### config.mk
export PLATFORM = sky130hd
export DESIGN_NAME = ucdp_clk_sel_ctrl
export DESIGN_NICKNAME = d
export VERILOG_FILES = /design/src/rtl/ucdp_clk_sel_pkg.sv /design/src/rtl/ucdp_clk_sel_cnt.sv /design/src/rtl/ucdp_clk_sel_ctrl.sv
export SDC_FILE = /design/constraint.sdc
export NUM_CORES = 1
export LEC_CHECK = 0
export CORE_MARGIN = 2
export CORE_UTILIZATION = 57
export CTS_CLUSTER_DIAMETER = 100
export DETAILED_ROUTE_END_ITERATION = 12
export PLACE_DENSITY_LB_ADDON = 0.12
export SYNTH_ARGS = -nofsm -noshare
export SYNTH_HDL_FRONTEND = slang
export SYNTH_SLANG_ARGS = --single-unit
### constraint.sdc
create_clock -name clk_i -period 3.3 [get_ports clk_i]
set_input_delay 0.825 -clock clk_i [delete_from_list [all_inputs] [get_ports clk_i]]
set_output_delay 0.825 -clock clk_i [all_outputs]
set_load 0.005 [all_outputs]
### src/rtl/ucdp_clk_sel_pkg.sv
// Shared types and constants for the clock-select sequencer.
package ucdp_clk_sel_pkg;

  localparam int cnt_width_p = 8;

  typedef enum logic {
    sel_a_e = 1'b0,
    sel_b_e = 1'b1
  } sel_e;

  typedef enum logic [2:0] {
    IDLE,
    OFF,
    SWITCH,
    ON,
    DONE
  } state_e;

endpackage

### src/rtl/ucdp_clk_sel_cnt.sv
// Loadable down-counter that saturates at zero; load has priority over decrement.
module ucdp_clk_sel_cnt
  import ucdp_clk_sel_pkg::*;
(
  input  logic                   clk_i,
  input  logic                   rst_i,
  input  logic                   load_i,
  input  logic [cnt_width_p-1:0] load_val_i,
  input  logic                   en_i,
  output logic                   zero_o
);

  localparam logic [cnt_width_p-1:0] one_c = cnt_width_p'(1);

  logic [cnt_width_p-1:0] cnt_q, cnt_d;

  always_comb begin
    cnt_d = cnt_q;
    if (load_i) begin
      cnt_d = load_val_i;
    end else if (en_i && (cnt_q != '0)) begin
      cnt_d = cnt_q - one_c;
    end
  end

  // NOTE: sequential state uses non-blocking assignments so every flop samples pre-edge values.
  always_ff @(posedge clk_i or posedge rst_i) begin
    if (rst_i) cnt_q <= '0;
    else       cnt_q <= cnt_d;
  end

  assign zero_o = (cnt_q == '0);

endmodule

### src/rtl/ucdp_clk_sel_ctrl.sv
// Sequences a safe clka/clkb switch: gate off, settle, change select, settle, gate on.
module ucdp_clk_sel_ctrl
  import ucdp_clk_sel_pkg::*;
#(
  parameter int   OFF_CYCLES = 4,
  parameter int   ON_CYCLES  = 4,
  parameter logic SEL_RST    = 1'b0
) (
  input  logic clk_i,
  input  logic rst_i,
  input  logic req_valid_i,
  output logic req_ready_o,
  input  logic req_sel_i,
  output logic sel_o,
  output logic clk_en_o,
  output logic busy_o,
  output logic done_o
);

  localparam logic [cnt_width_p-1:0] off_load_c = cnt_width_p'(OFF_CYCLES - 1);
  localparam logic [cnt_width_p-1:0] on_load_c  = cnt_width_p'(ON_CYCLES - 1);

  state_e state_q, state_d;
  sel_e   sel_q, req_sel_q;
  logic   clk_en_q, busy_q, done_q, ready_q;
  logic   accept;
  logic   cnt_load, cnt_en, cnt_zero;
  logic [cnt_width_p-1:0] cnt_val;

  assign accept = req_valid_i & ready_q;

  ucdp_clk_sel_cnt u_cnt (
    .clk_i      (clk_i),
    .rst_i      (rst_i),
    .load_i     (cnt_load),
    .load_val_i (cnt_val),
    .en_i       (cnt_en),
    .zero_o     (cnt_zero)
  );

  // NOTE: every always_comb output gets a default first, so no path can infer a latch.
  always_comb begin
    state_d  = state_q;
    cnt_load = 1'b0;
    cnt_val  = off_load_c;
    cnt_en   = 1'b0;
    unique case (state_q)
      IDLE: begin
        if (accept) begin
          if (sel_e'(req_sel_i) == sel_q) begin
            state_d = DONE;
          end else begin
            state_d  = OFF;
            cnt_load = 1'b1;
          end
        end
      end
      OFF: begin
        if (cnt_zero) state_d = SWITCH;
        else          cnt_en  = 1'b1;
      end
      SWITCH: begin
        state_d  = ON;
        cnt_load = 1'b1;
        cnt_val  = on_load_c;
      end
      ON: begin
        if (cnt_zero) state_d = DONE;
        else          cnt_en  = 1'b1;
      end
      DONE:    state_d = IDLE;
      default: state_d = IDLE;
    endcase
  end

  // Outputs are decoded from the next state and registered, so they are flop-driven
  // yet line up with the state they describe.
  always_ff @(posedge clk_i or posedge rst_i) begin
    if (rst_i) begin
      state_q   <= IDLE;
      sel_q     <= sel_e'(SEL_RST);
      req_sel_q <= sel_e'(SEL_RST);
      clk_en_q  <= 1'b1;
      busy_q    <= 1'b0;
      done_q    <= 1'b0;
      ready_q   <= 1'b1;
    end else begin
      state_q <= state_d;
      if (accept) req_sel_q <= sel_e'(req_sel_i);
      if (state_d == SWITCH) sel_q <= req_sel_q;
      clk_en_q <= !((state_d == OFF) || (state_d == SWITCH) || (state_d == ON));
      busy_q   <= (state_d != IDLE);
      done_q   <= (state_d == DONE);
      ready_q  <= (state_d == IDLE);
    end
  end

  assign sel_o       = sel_q;
  assign clk_en_o    = clk_en_q;
  assign busy_o      = busy_q;
  assign done_o      = done_q;
  assign req_ready_o = ready_q;

endmodule

==> results.yml <==
sta:
  clock-skew-final_ps: 5.04
  fin_crit_sh: 0.663
  setup_viol: 0
  fin_crit_ps: 2190
  setup_ws_final_ps: 1110
  clock.fmax_mhz: 457
  timing.slew.headroom: 0.574
  worstMarginPinSlew_ps: 638
  slew_violations: 0
  fin_setup_tns_ps: 0
  setup_repair_after_global_routing_missed_its_margin: "false"
  timing.final.hold_violations: 0
placed_design:
  place_area_um2: 936
  dp_hpwl_um: 1080
  port_buffers: 8
  preCtsSetupSlack_ps: 1170
  place.gp.congestion: 0.816
global_routing:
  grt_start_max_net_pins: 18
  global_route.usage.total: 0.186
  grt_pass1_vias: 558
  grt_overflow: 0
  number_of_antenna_violations_at_the_first_check_in_global_routing: 0
  grt_pass1_wl_um: 2460
pwr:
  post-layout-total-power_uw: 907
  ir_worst_vdd_mv: 0.608
  seq_power_share: 0.442
  portion_of_total_power_attributed_to_combinational_logic: 0.440
  p_int_uw: 551
  power.static_leakage_uw: 0.000422
  powerDensity_mw_per_mm2: 943
  net-switching-power_uw: 356
  p_clk_frac: 0.118
  swShare: 0.392
route:
  drtAntennaViolNets: 0
  drc: 0
  vias: 619
  via_density_per_instance: 5.95
  detailedRoute.firstPassIterationCount: 4
  routed_wire_length_per_instance_um: 14.3
  dr.first_iter.drc_count: 16
  wirelength_um: 1490
clock_network:
  cts_setup_buffers: 0
  cts_tree: "yes"
  post_cts_hold_buffer_count: 0
  cts_resized: 0
  clk_path_buf_depth: 2
  clock-sinks: 17
  clock_latency_reported_for_the_late_side_of_the_worst_skew_pair_ps: 290
  clockRootBuffer: "sky130_fd_sc_hd__clkbuf_4"
  clkTransAtPathRegs_ps: 90
  cts_htree_levels: 1
  cts_made_buffers: 3
synth:
  post_synth_inst_count: 80
  synth-edff-count: 0
  yosysSeqAreaShare: 0.499
  yosys_warnings: 0
  post_synth_num_cell_types: 30
  yosys_most_used_dff: "sky130_fd_sc_hd__dfrtp_1"
  postSynth.asyncResetShare: 1.00
  synth-seq-cells: 17
  synth.avg_cell_area_um2: 10.7
  synth_largest_type_area_fraction: 0.438
  syn_std_cell_area_um2: 857
  synth_area_leaders: "sky130_fd_sc_hd__dfrtp_1 (44%), sky130_fd_sc_hd__dfstp_2 (6.1%), sky130_fd_sc_hd__xnor2_1 (4.1%)"
  syn-num-nets: 86
  synth_area_leader_cell: "sky130_fd_sc_hd__dfrtp_1"
cells_and_area:
  fillCellCount: 95
  layout_common_cells: "sky130_fd_sc_hd__dfrtp_1 (15), sky130_fd_sc_hd__nor2_1 (9), sky130_fd_sc_hd__clkdlybuf4s50_1 (8)"
  area_delta_synth_final_pct: 12.3
  fin_area_um2: 962
  multi_input_combinational_cell_area_um2: 387
  final_layout_size_suffix_gt1_frac: 0.0899
  layout.core_utilization: 0.713
  layout.area.seq_um2: 428
  antenna_cells: 0
  design.final.nets: 96
  layout_commonest_cell: "sky130_fd_sc_hd__dfrtp_1"
run:
  drv_cap: 0
hold_path:
  min-delay-path-class: "flop to flop"
critical_path:
  critical_path.cell_chain: "clkdlybuf4s50_1"
  critical_path.endpoint_type: "output port"
  crit_arrival_ps: 1360
  type_of_the_worst_setup_path: "flop to output port"
  cp_max_stage_delay_ps: 570
  timing.critical_path.required_ps: 2470
  crit_slowest_cell: "sky130_fd_sc_hd__dfstp_2"
  critical_path.top_delay_family: "flip-flops"
  crit_buf_inv: 1
  worst-path-max-fanout: 4
  worstSetupStartpointType: "flop"
floorplanning:
  ios: 9
  dieArea_mm2: 0.00183
  start_util: 0.635
  core_area_mm2: 0.00135
  fp.dieH_um: 42.8
  dieWidth_um: 42.8
  core.rowCount: 13
run_status:
  run_status: "completed"
[synthesized netlist by cell type, types with 2 or more instances]
| library cell | instances |
|---|---|
| sky130_fd_sc_hd__nand3_1 | 2 |
| sky130_fd_sc_hd__a211oi_1 | 2 |
| sky130_fd_sc_hd__xnor2_1 | 4 |
| sky130_fd_sc_hd__dfstp_2 | 2 |
| sky130_fd_sc_hd__inv_1 | 6 |
| sky130_fd_sc_hd__mux2_1 | 2 |
| sky130_fd_sc_hd__ha_1 | 2 |
| sky130_fd_sc_hd__dfrtp_1 | 15 |
| sky130_fd_sc_hd__o211ai_1 | 2 |
| sky130_fd_sc_hd__nand2_1 | 5 |
| sky130_fd_sc_hd__xor2_1 | 2 |
| sky130_fd_sc_hd__or4b_1 | 3 |
| sky130_fd_sc_hd__nor3b_2 | 2 |
| sky130_fd_sc_hd__nor2_1 | 9 |
| sky130_fd_sc_hd__a21oi_1 | 6 |
| sky130_fd_sc_hd__or3_1 | 2 |
[logic make-up (layout without fill, tap and decap cells)]
| kind of cell | after synthesis | count (layout) | synth area share |
|---|---|---|---|
| simple gates | 28 | 28 | 0.207 |
| flops | 17 | 17 | 0.499 |
| compound gates | 16 | 16 | 0.127 |
| buf+inv | 9 | 18 | 0.0496 |
| xor+xnor | 6 | 6 | 0.0613 |
| fa+ha+maj | 2 | 2 | 0.0292 |
| mux | 2 | 2 | 0.0263 |
[area by class of cell]
cell class,instances,share of cell area
multi-input combinational,54,0.402
timing repair buffer,8,0.0832
clock buffer,4,0.0273
sequential,17,0.445
inverter,6,0.0234
tap,15,0.0195
[routing by layer]
metal,global-route usage,up-vias,part of all wire,wire [µm]
li1,-,304,-,-
met1,0.247,297,0.49,724
met2,0.285,14,0.46,686
met3,0.0255,4,0.036,53
met4,0.113,0,0.018,27
met5,0,-,0,0
[metrics by stage]
stage          hold WS, ps  std cells
2_1_floorplan          454         80
3_3_place_gp           470        100
3_5_place_dp           475        100
4_1_cts                497        104
5_1_grt                537        104
6_report               495        104
[registers in the layout, summed over array words and instances, names as in the netlist]
register	count
sel_o	1
req_ready_o	1
state_q	3
req_sel_q	1
clk_en_o	1
u_cnt.cnt_q	8
done_o	1
busy_o	1
[worst paths after layout]
kind,slack [ps],start,end,cells past startpoint
hold / removal,490,req_sel_q$_DFFE_PP0P_,sel_o$_DFFE_PP0N_,1
setup reg to reg,1290,u_cnt.cnt_q[0]$_DFFE_PP0P_,u_cnt.cnt_q[7]$_DFFE_PP0P_,6
min in group asynchronous,920,rst_i,done_o$_DFF_PP0_,2
setup / recovery,1110,req_ready_o$_DFF_PP1_,req_ready_o,1
max in group asynchronous,1960,rst_i,u_cnt.cnt_q[7]$_DFFE_PP0P_,2
hold reg to reg,490,req_sel_q$_DFFE_PP0P_,sel_o$_DFFE_PP0N_,1
[worst reg2reg max path, stage by stage (launching register included)]
cell	delay, ps
sky130_fd_sc_hd__dfrtp_1	350
sky130_fd_sc_hd__inv_1	90
sky130_fd_sc_hd__ha_1	200
sky130_fd_sc_hd__nor3b_2	190
sky130_fd_sc_hd__a211o_1	420
sky130_fd_sc_hd__or4b_1	530
sky130_fd_sc_hd__a21oi_1	160
[power groups by stage]
stage / Sequential (µW) / Combinational, µW / Clock (µW)
2_1_floorplan: 372 / 326 / 0
3_3_place_gp: 400 / 395 / 0
3_5_place_dp: 403 / 400 / 0
4_1_cts: 399 / 402 / 112
5_1_grt: 414 / 450 / 119
6_report: 401 / 399 / 107
No activity file was read; power rests on OpenSTA's default activity.
